File: src/rtl/fft_result_reader_if.sv
// rtl/fft_result_reader_if.sv - RAM read bus and result stream bundle for fft_result_reader
//
// Purpose: groups the RAM port-A read signals and the valid/ready result stream
//          so the reader and its environment connect through a single port.
// Signals:
//   o_rden      RAM read enable (reader -> RAM)
//   o_rdaddr_A  RAM port-A read address (reader -> RAM)
//   i_rddata_A  RAM port-A read data (RAM -> reader)
//   o_valid     result word valid (reader -> sink)
//   i_ready     sink accepts the current word (sink -> reader)
//   o_data      result word X[o_index] (reader -> sink)
//   o_index     bin number k (reader -> sink)
//   o_last      high on k == FFT_SIZE-1 (reader -> sink)
// Modports: master = the reader, slave = RAM plus sink.
interface fft_result_reader_if #(
  parameter int WORD_SIZE = 74,
  parameter int ADDR_SIZE = 4,
  parameter int IDX_SIZE  = 3
);
  logic                 o_rden;
  logic [ADDR_SIZE-1:0] o_rdaddr_A;
  logic [WORD_SIZE-1:0] i_rddata_A;
  logic                 o_valid;
  logic                 i_ready;
  logic [WORD_SIZE-1:0] o_data;
  logic [IDX_SIZE-1:0]  o_index;
  logic                 o_last;

  modport master (
    output o_rden, o_rdaddr_A, o_valid, o_data, o_index, o_last,
    input  i_rddata_A, i_ready
  );

  modport slave (
    input  o_rden, o_rdaddr_A, o_valid, o_data, o_index, o_last,
    output i_rddata_A, i_ready
  );
endinterface

File: src/rtl/fft_result_reader.sv
// rtl/fft_result_reader.sv - unloads the finished FFT frame from RAM and streams it in natural order
//
// Purpose: after i_start, reads FFT_SIZE words from MEM_OFFSET.. on RAM port A and
//          presents them as bins k = 0..FFT_SIZE-1 on a valid/ready stream. A 2-entry
//          FIFO absorbs the one-cycle RAM latency and downstream backpressure.
// Ports:
//   i_CLK    system clock (the RAM runs on the opposite edge)
//   i_RST_N  asynchronous reset, active-low
//   i_start  one-cycle unload request, only honoured when idle
//   bus      fft_result_reader_if.master: RAM read bus and result stream
//   o_busy   high in every state except IDLE
//   o_done   one-cycle pulse after the last word is accepted
module fft_result_reader #(
  parameter int WORD_SIZE  = 74,
  parameter int FFT_SIZE   = 8,
  parameter int MEM_OFFSET = 8,
  parameter int ADDR_SIZE  = 4,
  parameter int IDX_SIZE   = $clog2(FFT_SIZE)
) (
  input  logic                i_CLK,
  input  logic                i_RST_N,
  input  logic                i_start,
  fft_result_reader_if.master bus,
  output logic                o_busy,
  output logic                o_done
);

  localparam logic [1:0] S_IDLE  = 2'd0;
  localparam logic [1:0] S_READ  = 2'd1;
  localparam logic [1:0] S_DRAIN = 2'd2;
  localparam logic [1:0] S_DONE  = 2'd3;

  localparam logic [IDX_SIZE-1:0]  LAST_IDX = IDX_SIZE'(FFT_SIZE - 1);
  localparam logic [ADDR_SIZE-1:0] BASE     = ADDR_SIZE'(MEM_OFFSET);

  logic [1:0]           state_q, state_d;
  logic [IDX_SIZE-1:0]  rd_cnt_q, rd_cnt_d;
  logic [IDX_SIZE-1:0]  out_cnt_q, out_cnt_d;
  // A read issued at one edge returns data at the next, so the registered read
  // enable is also the in-flight flag for the word arriving at the next edge.
  logic                 rden_q, rden_d;
  logic [ADDR_SIZE-1:0] rdaddr_q, rdaddr_d;

  logic [WORD_SIZE-1:0] fifo_q [2];
  logic                 wr_ptr_q;
  logic                 rd_ptr_q;
  logic [1:0]           fifo_cnt_q, fifo_cnt_d;

  logic                 push;
  logic                 pop;
  logic                 issue;
  logic [2:0]           occupancy;

  assign bus.o_valid    = (fifo_cnt_q != 2'd0);
  assign bus.o_data     = fifo_q[rd_ptr_q];
  assign bus.o_index    = out_cnt_q;
  assign bus.o_last     = bus.o_valid && (out_cnt_q == LAST_IDX);
  assign bus.o_rden     = rden_q;
  assign bus.o_rdaddr_A = rdaddr_q;

  assign o_busy = (state_q != S_IDLE);
  assign o_done = (state_q == S_DONE);

  assign push = rden_q;
  assign pop  = bus.o_valid && bus.i_ready;

  // Words that will be held or in flight after this edge if no new read were
  // issued; a read is only issued when that leaves room in the 2-entry FIFO.
  assign occupancy = {1'b0, fifo_cnt_q} + {2'b00, rden_q} - {2'b00, pop};
  assign issue     = (state_q == S_READ) && (occupancy < 3'd2);

  always_comb begin
    state_d   = state_q;
    rd_cnt_d  = rd_cnt_q;
    out_cnt_d = out_cnt_q;
    rden_d    = 1'b0;
    rdaddr_d  = rdaddr_q;

    case (state_q)
      S_IDLE: begin
        if (i_start) begin
          state_d   = S_READ;
          rd_cnt_d  = '0;
          out_cnt_d = '0;
        end
      end
      S_READ: begin
        if (issue && (rd_cnt_q == LAST_IDX)) begin
          state_d = S_DRAIN;
        end
      end
      S_DRAIN: begin
        if (pop && bus.o_last) begin
          state_d = S_DONE;
        end
      end
      S_DONE: begin
        state_d = S_IDLE;
      end
      default: begin
        state_d = S_IDLE;
      end
    endcase

    if (issue) begin
      rden_d   = 1'b1;
      rdaddr_d = BASE + ADDR_SIZE'(rd_cnt_q);
      rd_cnt_d = rd_cnt_q + IDX_SIZE'(1);
    end

    if (pop) begin
      out_cnt_d = out_cnt_q + IDX_SIZE'(1);
    end
  end

  always_comb begin
    fifo_cnt_d = fifo_cnt_q;
    if (push && !pop) begin
      fifo_cnt_d = fifo_cnt_q + 2'd1;
    end else if (!push && pop) begin
      fifo_cnt_d = fifo_cnt_q - 2'd1;
    end
  end

  always_ff @(posedge i_CLK or negedge i_RST_N) begin
    if (!i_RST_N) begin
      state_q    <= S_IDLE;
      rd_cnt_q   <= '0;
      out_cnt_q  <= '0;
      rden_q     <= 1'b0;
      rdaddr_q   <= '0;
      fifo_q[0]  <= '0;
      fifo_q[1]  <= '0;
      wr_ptr_q   <= 1'b0;
      rd_ptr_q   <= 1'b0;
      fifo_cnt_q <= 2'd0;
    end else begin
      state_q    <= state_d;
      rd_cnt_q   <= rd_cnt_d;
      out_cnt_q  <= out_cnt_d;
      rden_q     <= rden_d;
      rdaddr_q   <= rdaddr_d;
      fifo_cnt_q <= fifo_cnt_d;
      if (push) begin
        fifo_q[wr_ptr_q] <= bus.i_rddata_A;
        wr_ptr_q         <= ~wr_ptr_q;
      end
      if (pop) begin
        rd_ptr_q <= ~rd_ptr_q;
      end
    end
  end

endmodule
File: src/flat_wrapper.sv
// flat-port wrapper written by rule: the top's interface ports become plain ports
module fft_result_reader_flat 
#(
  parameter int WORD_SIZE  = 74,
  parameter int FFT_SIZE   = 8,
  parameter int MEM_OFFSET = 8,
  parameter int ADDR_SIZE  = 4,
  parameter int IDX_SIZE   = $clog2(FFT_SIZE)
)
  (i_CLK, i_RST_N, i_start, o_busy, o_done, bus_o_rden, bus_o_rdaddr_A, bus_o_valid, bus_o_data, bus_o_index, bus_o_last, bus_i_rddata_A, bus_i_ready);
  fft_result_reader_if #(.WORD_SIZE(WORD_SIZE), .ADDR_SIZE(ADDR_SIZE), .IDX_SIZE(IDX_SIZE)) bus_i ();
  input  logic i_CLK;
  input  logic i_RST_N;
  input  logic i_start;
  output logic o_busy;
  output logic o_done;
  output wire logic [$bits(bus_i.o_rden)-1:0] bus_o_rden;
  output wire logic [$bits(bus_i.o_rdaddr_A)-1:0] bus_o_rdaddr_A;
  output wire logic [$bits(bus_i.o_valid)-1:0] bus_o_valid;
  output wire logic [$bits(bus_i.o_data)-1:0] bus_o_data;
  output wire logic [$bits(bus_i.o_index)-1:0] bus_o_index;
  output wire logic [$bits(bus_i.o_last)-1:0] bus_o_last;
  input wire logic [$bits(bus_i.i_rddata_A)-1:0] bus_i_rddata_A;
  input wire logic [$bits(bus_i.i_ready)-1:0] bus_i_ready;
  assign bus_o_rden = bus_i.o_rden;
  assign bus_o_rdaddr_A = bus_i.o_rdaddr_A;
  assign bus_o_valid = bus_i.o_valid;
  assign bus_o_data = bus_i.o_data;
  assign bus_o_index = bus_i.o_index;
  assign bus_o_last = bus_i.o_last;
  assign bus_i.i_rddata_A = bus_i_rddata_A;
  assign bus_i.i_ready = bus_i_ready;
  fft_result_reader #(.WORD_SIZE(WORD_SIZE), .FFT_SIZE(FFT_SIZE), .MEM_OFFSET(MEM_OFFSET), .ADDR_SIZE(ADDR_SIZE), .IDX_SIZE(IDX_SIZE)) u_core (.i_CLK(i_CLK), .i_RST_N(i_RST_N), .i_start(i_start), .bus(bus_i), .o_busy(o_busy), .o_done(o_done));
endmodule
File: config.mk
export PLATFORM = sky130hd
export DESIGN_NAME = fft_result_reader_flat
export DESIGN_NICKNAME = d
export VERILOG_FILES = /design/src/rtl/fft_result_reader_if.sv /design/src/rtl/fft_result_reader.sv /design/src/flat_wrapper.sv
export SDC_FILE = /design/constraint.sdc
export NUM_CORES = 1
export LEC_CHECK = 0
export ABC_AREA = 0
export BUFFER_PORTS_ARGS = -buffer_cell sky130_fd_sc_hd__buf_4
export CORE_ASPECT_RATIO = 0.7
export CORE_UTILIZATION = 48
export CTS_BUF_LIST = sky130_fd_sc_hd__clkbuf_16
export DETAILED_ROUTE_END_ITERATION = 10
export PLACE_DENSITY = 0.78
export SETUP_SLACK_MARGIN = 0.1
export SYNTH_ARGS = -nofsm -noshare
export SYNTH_HDL_FRONTEND = slang
export SYNTH_SLANG_ARGS = --single-unit
export TNS_END_PERCENT = 1
File: constraint.sdc
create_clock -name i_CLK -period 5.4 [get_ports i_CLK]
set_input_delay 1.08 -clock i_CLK [delete_from_list [all_inputs] [get_ports i_CLK]]
set_output_delay 1.08 -clock i_CLK [all_outputs]
set_load 0.05 [all_outputs]
# Word level (Yosys, flattened, before mapping)
# Cells that the tools add are included.
word_totals:
  elab_cells: 71
  latchBits: 0
  register_bits: 165
  mem_bits_rw: 0
  in_bits: 78
  output_inout_bits: 86
  rom_bits: 0
  mem_count: 0
op_classes:
  add_sub_neg: 7
  reduce_logical: 21
  mux: 17
  eq_ne: 8
  bitwise_logic: 4
  n_mul: 0
  shifts: 0
  magnitude_cmp: 4
  n_div: 0
ops:
  columns: ["cell", "n"]
  rows:
  - ["2-to-1 mux 74 bit", 4]
  - ["bitwise mux 148 bit", 1]
  - ["demux 74 bit (select 1 bit)", 1]
  - ["nonzero test 2 bit", 7]
  - ["2-to-1 mux 3 bit", 4]
  - ["2-to-1 mux 2 bit", 5]
  - ["logical AND 1 bit", 8]
  - ["one-hot mux 2 bit (4 select lines)", 1]
  - ["adder 3 x 1 -> 3 bit, second input constant", 2]
  - ["== test 3 bit, second input constant", 2]
  - ["adder 4 x 3 -> 4 bit, first input constant", 1]
  - ["== test 2 bit, second input constant", 2]
  - [">= comparator 2 bit, second input constant", 2]
  - ["inequality test 2 bit, second input constant", 2]
  - ["inverter 1 -> 2 bit", 2]
  - ["AND reduction 2 bit", 2]
  - ["adder 2 x 1 -> 3 bit", 1]
  - ["less-than comparator 3 x 2 -> 1 bit, second input constant", 1]
  - ["AND reduction 3 bit", 1]
  - ["subtractor 3 x 1 -> 3 bit", 1]
  - ["adder 2 x 1 -> 2 bit, second input constant", 1]
  - ["== test 2 x 1 -> 1 bit, second input constant", 1]
  - ["logical NOT 1 bit", 2]
  - ["logical NOT 2 bit", 1]
  - ["5 further kinds", 6]

# Depth between registers and ports, before layout
# Gate-level depths: netlist of the first run.
logic_depth:
  word_depth: 8
  mapped_depth: 11
  ltp_nobuf: 10

# Least setup slack after synthesis of the first run
# OpenSTA, ideal clock, no wires.
synth_timing:
  kind: "input to register"
  start: "in bus_i_ready"
  end: "reg u_core.state_q[1]"
  n_path_buf: 0
  setup_time_ns: 0.125
  stages: 9
  required_ns: 5.275
  t_arrival_ns: 2.940
  path_slack_ns: 2.336
  cell_sequence: "nand2_1 inv_1 ha_1 nand2b_1 fa_1 xnor2_1 a31o_2 o211ai_2 mux2_2"
synth_between:
  elab_chain_len: 7
  word_cells_on_any_way: 9
  cone_classes: "add/sub: 1; order compare: 1; eq/ne: 2; reduce/logical: 5"
synth_rtl:
  columns: ["element", "line", "rtl"]
  rows:
  - ["start: declaration", "flat_wrapper.sv:24", "input wire logic [$bits(bus_i.i_ready)-1:0] bus_i_ready;"]
  - ["logical AND 1 bit (*)", "fft_result_reader.sv:65", "assign pop = bus.o_valid && bus.i_ready;"]
  - ["net u_core.pop", "fft_result_reader.sv:50", "logic pop;"]
  - ["subtractor 3 x 1 -> 3 bit", "fft_result_reader.sv:69", "assign occupancy = {1'b0, fifo_cnt_q} + {2'b00, rden_q} - {2'b00, pop};"]
  - ["less-than comparator 3 x 2 -> 1 bit", "fft_result_reader.sv:70", "assign issue = (state_q == S_READ) && (occupancy < 3'd2);"]
  - ["logical AND 1 bit", "fft_result_reader.sv:70", null]
  - ["logical AND 1 bit", "fft_result_reader.sv:88", "if (issue && (rd_cnt_q == LAST_IDX)) begin"]
  - ["inequality test 2 bit (no line)", null, null]
  - ["AND reduction 3 bit (no line) (*)", null, null]
  - ["end signal: assignment", "fft_result_reader.sv:138", "state_q <= state_d;"]
  - ["end: declaration", "fft_result_reader.sv:36", "logic [1:0] state_q, state_d;"]
# Mark *: on every way through the listed nets, which the timed path passes. The rest lies on a longest branch.
# A chain may end at the register's enable or synchronous reset.

# Worst setup path after layout of the first run
layout_timing:
  start: "reg u_core.rd_ptr_q"
  end: "out bus_o_data[69]"
layout_between:
  elab_chain_len: 4
layout_rtl:
  columns: ["element", "line", "rtl"]
  rows:
  - ["start: declaration", "fft_result_reader.sv:46", "logic rd_ptr_q;"]
  - ["start signal: assignment", "fft_result_reader.sv:149", "rd_ptr_q <= ~rd_ptr_q;"]
  - ["inverter 1 -> 2 bit (implied by the code)", "fft_result_reader.sv:55", "assign bus.o_data = fifo_q[rd_ptr_q];"]
  - ["2-to-1 mux 74 bit (implied by the code) (3 in a row)", "fft_result_reader.sv:55", null]
  - ["end: declaration", "flat_wrapper.sv:20", "output wire logic [$bits(bus_i.o_data)-1:0] bus_o_data;"]
# No other way between the ends. The select of a mux whose other input is x is not followed.

==> flow_summary.json, run 1 <==
{
  "synth_top_cell_by_area": "dfrtp_1",
  "synth_area_um2": 7250,
  "rrSetupSlack_ps": 2250,
  "fin_setup_tns_ps": 0,
  "hold_path_class": "register to register",
  "cts_root_buf": "clkbuf_16",
  "cts_buffers": 17,
  "synthCells": 470,
  "postCtsResizedCells": 0,
  "tightest_slew_ps": 1100,
  "ant_nets": 0,
  "synthTopCellsByArea": "dfrtp_1 (57%), mux2_2 (35%), ha_1 (1.7%)",
  "drive_gt1_share_pct": 66.9,
  "cap_violations": 0,
  "synth_edf_count": 0,
  "place_ws_ps": 1900,
  "path_class": "register to output port",
  "rsz0062_at_grt": "no",
  "hpwl_mm": 9.80,
  "boundaryPins": 164,
  "synth_seq_area_share_pct": 57.0,
  "io_buffer_count": 163,
  "clk_latency_ps": 410,
  "rows": 37,
  "die-area_um2": 15600,
  "wl_mm": 14.9,
  "cts_setup_buffers": 0,
  "final-seq-area_um2": 4130,
  "synth_fp_nets": 559,
  "cp_max_fo": 75,
  "required_ps": 4320,
  "worst_slack_ps": 2090,
  "multiInputGateArea_um2": 2930,
  "setup_viol": 0,
  "synth_most_common_cell": "mux2_2",
  "dr.pass1.iters": 4,
  "crit_path_end_kind": "output port",
  "crit_arrival_ps": 2230,
  "synthTopCellsByCount": "mux2_2 (223), dfrtp_1 (165), buf_2 (17)",
  "vias": 4359,
  "avgSynthCellArea_um2": 15.4,
  "start_kind": "register",
  "cts_buffer_depth": 2,
  "antenna_found_initial": 0,
  "yosysWarningCount": 0,
  "cts_hold_buf": 0,
  "coreArea_um2": 14700,
  "period_needed_ps": 3310,
  "synthArstFlopShare_pct": 100,
  "gr-total-overflow": 0,
  "cts_tree": "yes",
  "grt_max_degree": 98,
  "drt_iter0_drc": 132,
  "clkTransAtPathRegs_ps": 60,
  "grt.total_usage_pct": 20.3,
  "wl_per_cell_um": 17.8,
  "synth_seq_cells": 165,
  "finalMaxSlewViolations": 0,
  "drc": 0,
  "cts_max_level": 4,
  "synthFlopType": "dfrtp_1",
  "initial_core_util_pct": 49.2,
  "outcome": "complete, no violations",
  "finClkSkew_ps": 7.43,
  "area.growth.synth_to_final_pct": 27.3,
  "nets": 719,
  "place_congestion": 0.727,
  "synthDistinctLibCells": 24,
  "relSlewSlack_pct": 26.9,
  "fill_cells": 1112,
  "finalHoldViolations": 0,
  "viasPerCell": 5.20,
  "antennaDiodeCount": 0,
  "synth_top_cell_area_share_pct": 57.0,
  "period_share_pct": 61.4,
  "grt_pass1_wl_mm": 24.4,
  "dieHeight_um": 105,
  "dieWidth_um": 149,
  "grt_pass1_vias": 4870,
  "max_freq_mhz": 302,
  "clock_sinks": 165
}
flip-flops by register name, summed over array words and instances (netlist names):
name	cells
u_core.fifo_q	148
u_core.bus.o_rdaddr_A	4
u_core.bus.o_index	3
u_core.rd_cnt_q	3
u_core.fifo_cnt_q	2
u_core.state_q	2
u_core.bus.o_rden	1
u_core.rd_ptr_q	1
u_core.wr_ptr_q	1
kinds of logic after synthesis:
group / share of synthesized area, %
AOI/OAI and AO/OA: 0.984
xor gates and xnor gates: 0.725
adders and majority gates: 2.00
buffers and inverters: 2.78
DFF: 57.0
muxes: 35.4
and+or+nand+nor: 1.12
worst max-delay path, stage by stage (launching register included):
cell and delay [ps]:
dfrtp_4 1100, mux2_2 430, buf_4 190
final timing paths:
path | startpoint | end | cells after the start
worst min register to register | u_core.bus.o_rdaddr_A[3] | u_core.bus.o_rdaddr_A[3] | 1
max in group asynchronous | i_RST_N | u_core.fifo_q[63] | 2
worst max register to register | u_core.fifo_cnt_q[1] | u_core.bus.o_rdaddr_A[0] | 9
worst max-delay path | u_core.rd_ptr_q | bus_o_data[69] | 2
min in group asynchronous | i_RST_N | u_core.fifo_q[119] | 1
worst min-delay path | u_core.bus.o_rdaddr_A[3] | u_core.bus.o_rdaddr_A[3] | 1
cell type report:
class                   instances  area share [%]
flip-flops and latches        165            44.8
multi-input cells             272            31.8
repair buffers                166            13.5
clock buffers                  17            4.61
well taps                     195            2.64
clock inverters                15            2.29
inverters                       8           0.326
cell usage in the layout, fill, tap and decap left out, drive strengths merged, types with 2 or more instances in the layout:
cell	n
clkbuf	17
mux2	226
o21ai	5
nand3	3
xor2	3
nor2	3
inv	8
or2	2
ha	10
bufinv	5
dfrtp	165
xnor2	3
nand2	8
buf	166
clkinv	9
per-stage QoR:
step | std cells | hold WS [ps] | cell area, um^2 | util (%)
floorplan | 470 | 463 | 7250 | -
global placement | 806 | 476 | 8590 | 58.3
detailed placement | 806 | 469 | 8590 | 58.3
CTS | 838 | 484 | 9230 | 62.7
global route | 838 | 496 | 9230 | 62.7
finish | 838 | 486 | 9230 | 62.7
routing by layer:
| layer | up-vias | GRT usage [%] | part of all wire [%] |
|---|---|---|---|
| met5 | - | 0 | 0 |
| met4 | 0 | 5.17 | 0.56 |
| met3 | 9 | 7.03 | 6.2 |
| met2 | 111 | 32.8 | 48 |
| met1 | 2250 | 26.1 | 45 |
| li1 | 1989 | - | - |
Power of run 1 is not shown: default switching activity piles up to over one toggle a cycle in this logic, so the estimate is an artifact.
==> run 2: changes to the inputs <==
==> constraint.sdc (replaced) <==
create_clock -name i_CLK -period 3.1 [get_ports i_CLK]
set_input_delay 0.62 -clock i_CLK [delete_from_list [all_inputs] [get_ports i_CLK]]
set_output_delay 0.62 -clock i_CLK [all_outputs]
set_load 0.05 [all_outputs]
==> run 2 against run 1 <==
Die area stayed put. Cell count is 0.36% higher. Worst setup slack worse by 1800 ps. Sequential share of layout area is 0.36 points lower. Wire length is 1.3% lower. Via count is 0.80% lower. Highest routed layer unchanged. First-iteration DRC count is 31% higher.
==> flow_summary.json, run 2 (same netlist as run 1, synthesis figures left out) <==
{
  "drc": 0,
  "clk_latency_ps": 420,
  "io_buffer_count": 163,
  "cts_max_level": 4,
  "dieWidth_um": 149,
  "crit_path_end_kind": "output port",
  "antenna_found_initial": 0,
  "finClkSkew_ps": 7.43,
  "finalMaxSlewViolations": 0,
  "fill_cells": 1102,
  "cp_max_fo": 41,
  "relSlewSlack_pct": 56.7,
  "clock_sinks": 165,
  "dr.pass1.iters": 4,
  "max_freq_mhz": 356,
  "tightest_slew_ps": 649,
  "period_share_pct": 90.5,
  "start_kind": "register",
  "layout_common_cells": "mux2_2 (223), buf_4 (164), dfrtp_1 (164)",
  "rsz0062_at_grt": "no",
  "crit_buf_inv": 2,
  "grt.total_usage_pct": 20.1,
  "nets": 722,
  "hpwl_mm": 9.88,
  "cts_buffer_depth": 2,
  "crit_arrival_ps": 2190,
  "wl_per_cell_um": 17.5,
  "grt_pass1_vias": 4859,
  "path_class": "register to output port",
  "cts_buffers": 17,
  "drive_gt1_share_pct": 67.0,
  "drt_iter0_drc": 173,
  "wl_mm": 14.7,
  "regToRegEndpoint": "u_core.state_q[1]",
  "setup_viol": 0,
  "largest_reg_flops": 148,
  "hold_path_class": "input pin to asynchronous set/reset pin",
  "cpMaxStageDelayCell": "dfrtp_4",
  "initial_core_util_pct": 49.2,
  "antennaDiodeCount": 0,
  "finalHoldViolations": 0,
  "slowest_delay_ps": 860,
  "rows": 37,
  "grt_pass1_wl_mm": 24.1,
  "vias": 4324,
  "gr-total-overflow": 0,
  "boundaryPins": 164,
  "grt_max_degree": 78,
  "reg2reg_depth": 10,
  "place_congestion": 0.743,
  "coreArea_um2": 14700,
  "dieHeight_um": 105,
  "die-area_um2": 15600,
  "r2r_start": "u_core.fifo_cnt_q[1]",
  "clkTransAtPathRegs_ps": 60,
  "period_needed_ps": 2810,
  "cts_setup_buffers": 0,
  "cp_top_family": "flip-flops",
  "required_ps": 2480,
  "fin_setup_tns_ps": 0,
  "cap_violations": 0,
  "cts_hold_buf": 0,
  "viasPerCell": 5.14,
  "cts_tree": "yes",
  "rrSetupSlack_ps": 320,
  "cts_root_buf": "clkbuf_16",
  "final_common_cell": "mux2_2",
  "worstPathCellList": "buf_12 -> mux2_2 -> buf_4",
  "largest-register": "u_core.fifo_q",
  "area.growth.synth_to_final_pct": 28.3,
  "outcome": "complete, no violations",
  "ant_nets": 0
}
run 2: cell types whose count changed in the layout (fill, tap and decap cells not counted), sizes merged:
cell and change:
clkinv -5, clkinvlp +4, buf +3, inv +1
run 2: repair_timing:
action                                  in CTS  in global routing
resized for setup                            0                  1
hold endpoints to repair                     0                  0
endpoints found under the setup margin       0                  3
run 2: layout make-up:
class,count,area (um^2),share of cell area (%)
multi-input cells,272,2930,31.5
well taps,195,244,2.62
repair buffers,169,1320,14.2
flip-flops and latches,165,4130,44.4
inverters,8,30.0,0.323
clock inverters,15,213,2.29
clock buffers,17,425,4.57
run 2: how the worst max path moves through the flow:
stage / from / end / slack [ps] / depth (start not counted)
after CTS: u_core.fifo_cnt_q[1] / u_core.bus.o_rdaddr_A[1] / 220 / 9
after detailed placement: u_core.fifo_cnt_q[1] / u_core.bus.o_rdaddr_A[2] / 230 / 9
after global placement: u_core.fifo_cnt_q[1] / u_core.bus.o_rdaddr_A[2] / 340 / 9
after global routing: u_core.fifo_cnt_q[1] / u_core.bus.o_rdaddr_A[1] / 150 / 9
after floorplan: u_core.fifo_cnt_q[1] / u_core.state_q[1] / 170 / 10
final: u_core.rd_ptr_q / bus_o_data[45] / 290 / 3
run 2: through the flow:
step / cells / hold slack (ps) / cell area (um^2) / util [%] / setup slack, ps
2_1_floorplan: 470 / 324 / 7250 / - / 171
3_3_place_gp: 809 / 465 / 8660 / 58.8 / 342
3_5_place_dp: 809 / 487 / 8660 / 58.8 / 228
4_1_cts: 841 / 146 / 9300 / 63.2 / 221
5_1_grt: 841 / 173 / 9300 / 63.2 / 153
6_report: 841 / 149 / 9300 / 63.2 / 294
run 2: per-layer routing:
| layer | track usage, % | wire length [um] | up-vias |
|---|---|---|---|
| met5 | 0 | 0 | - |
| met4 | 6.63 | 204 | 0 |
| met3 | 7.25 | 1060 | 21 |
| met2 | 31.6 | 6930 | 119 |
| met1 | 25.6 | 6550 | 2190 |
| li1 | - | - | 1994 |
Power of run 2 is left out for the same reason.
==> run 3: changes to the inputs <==
--- a/config.mk
+++ b/config.mk
@@ -7,7 +7,6 @@
 export LEC_CHECK = 0
 export ABC_AREA = 0
 export BUFFER_PORTS_ARGS = -buffer_cell sky130_fd_sc_hd__buf_4
-export CORE_ASPECT_RATIO = 0.7
 export CORE_UTILIZATION = 48
 export CTS_BUF_LIST = sky130_fd_sc_hd__clkbuf_16
 export DETAILED_ROUTE_END_ITERATION = 10
==> run 3 against run 2 <==
The flow now finishes with violations (design-rule violations). Via count up 1.9%. Highest routed layer unchanged. Global-route usage down 0.16 points. Critical path type is now register to register. Die area about the same. Clock skew about the same. Final area down 0.47%.
==> flow_summary.json, run 3 (same netlist as run 1, synthesis figures left out) <==
{
  "outcome": "complete, but fails checks",
  "violations": "design-rule violations",
  "finalHoldViolations": 0,
  "grt.total_usage_pct": 19.9,
  "cts_tree": "yes",
  "die-area_um2": 15600,
  "postPlaceCellArea_um2": 8640,
  "cp_max_fo": 10,
  "crit_arrival_ps": 3080,
  "largest_reg_flops": 148,
  "drt_iter0_drc": 139,
  "layout_common_cells": "mux2_2 (223), buf_4 (169), dfrtp_1 (164)",
  "finalMaxSlewViolations": 0,
  "vias": 4408,
  "cts_max_level": 4,
  "ant_nets": 0,
  "place_congestion": 0.724,
  "cts_buffer_depth": 2,
  "rrSetupSlack_ps": 330,
  "final_area_um2": 9260,
  "crit_path_end_kind": "register",
  "wl_mm": 14.5,
  "path_class": "register to register",
  "initial_core_util_pct": 49.5,
  "gr-total-overflow": 0,
  "period_share_pct": 89.4,
  "fin_setup_tns_ps": 0,
  "finClkSkew_ps": 7.44,
  "cts_setup_buffers": 0,
  "area.growth.synth_to_final_pct": 27.7,
  "rows": 44,
  "antenna_found_initial": 0,
  "period_needed_ps": 2770,
  "hpwl_mm": 9.87,
  "boundaryPins": 164,
  "largest-register": "u_core.fifo_q",
  "cap_violations": 0,
  "clock_sinks": 165,
  "viasPerCell": 5.29,
  "start_kind": "register",
  "tightest_slew_ps": 674,
  "antennaDiodeCount": 0,
  "relSlewSlack_pct": 55.0,
  "cts_root_buf": "clkbuf_16",
  "r2r_start": "u_core.fifo_cnt_q[1]",
  "drc": 18,
  "nets": 725,
  "required_ps": 3410,
  "cts_buffers": 17,
  "wl_per_cell_um": 17.4,
  "clk_latency_ps": 420,
  "grt_pass1_vias": 4890,
  "clkTransAtPathRegs_ps": 60,
  "coreArea_um2": 14600,
  "max_freq_mhz": 361,
  "drive_gt1_share_pct": 67.2,
  "dieHeight_um": 125,
  "dr.pass1.iters": 7,
  "io_buffer_count": 163,
  "hold_path_class": "input pin to asynchronous set/reset pin",
  "grt_max_degree": 75,
  "regToRegEndpoint": "u_core.bus.o_rdaddr_A[2]",
  "rsz0062_at_grt": "no",
  "dieWidth_um": 125,
  "setup_viol": 0,
  "reg2reg_depth": 9,
  "final_common_cell": "mux2_2",
  "grt_pass1_wl_mm": 24.1
}
run 3: changes by cell type in the layout (fill, tap and decap cells not counted), sizes merged:
cell      change
buf           +3
bufinv        -1
clkinv        +3
clkinvlp      -3
inv           +1
run 3: cell type report:
cell class                 count  area (um^2)
clock inverter                15          188
sequential                   165         4130
tap                          184          230
multi-input combinational    272         2930
clock buffer                  17          425
inverter                       8         30.0
fill                        1121         5390
timing repair buffer         172         1320
run 3: metal layers:
| metal | vias up | wire [um] | track usage (%) | share of wire [%] |
|---|---|---|---|---|
| met3 | 20 | 964 | 6.53 | 6.6 |
| met4 | 0 | 267 | 8.03 | 1.8 |
| met5 | - | 0 | 0 | 0 |
| met2 | 104 | 7540 | 34.2 | 52 |
| li1 | 1999 | - | - | - |
| met1 | 2285 | 5750 | 22.9 | 40 |
run 3: worst max-delay path by stage:
stage,cells after the start,end,start
finish,9,u_core.bus.o_rdaddr_A[2],u_core.fifo_cnt_q[1]
detailed placement,9,u_core.bus.o_rdaddr_A[0],u_core.fifo_cnt_q[1]
floorplan,10,u_core.state_q[1],u_core.fifo_cnt_q[1]
CTS,9,u_core.bus.o_rdaddr_A[1],u_core.fifo_cnt_q[1]
global route,9,u_core.bus.o_rdaddr_A[2],u_core.fifo_cnt_q[1]
global placement,9,u_core.bus.o_rdaddr_A[1],u_core.fifo_cnt_q[1]
run 3: timing repair:
item | 4_1_cts | 5_1_grt
resized for setup | 0 | 1
setup endpoints to repair | 0 | 3
hold buffers | 0 | 0
run 3: through the flow:
stage          cells  hold WS, ps  worst slack [ps]  util [%]
6_report         833          198               328      63.2
5_1_grt          833          243               189      63.2
4_1_cts          833          229               215      63.2
3_5_place_dp     801          473               218      59.0
3_3_place_gp     801          466               330      59.0
2_1_floorplan    470          324               171         -
run 3: critical path, stage by stage, from the launching register on:
cell,delay (ps)
dfrtp_1,450
or2_2,340
nand2_1,90
inv_1,40
ha_1,310
nand2b_1,180
fa_1,390
xnor2_1,190
and3_2,350
mux2_4,320
Power of run 3 is left out for the same reason.
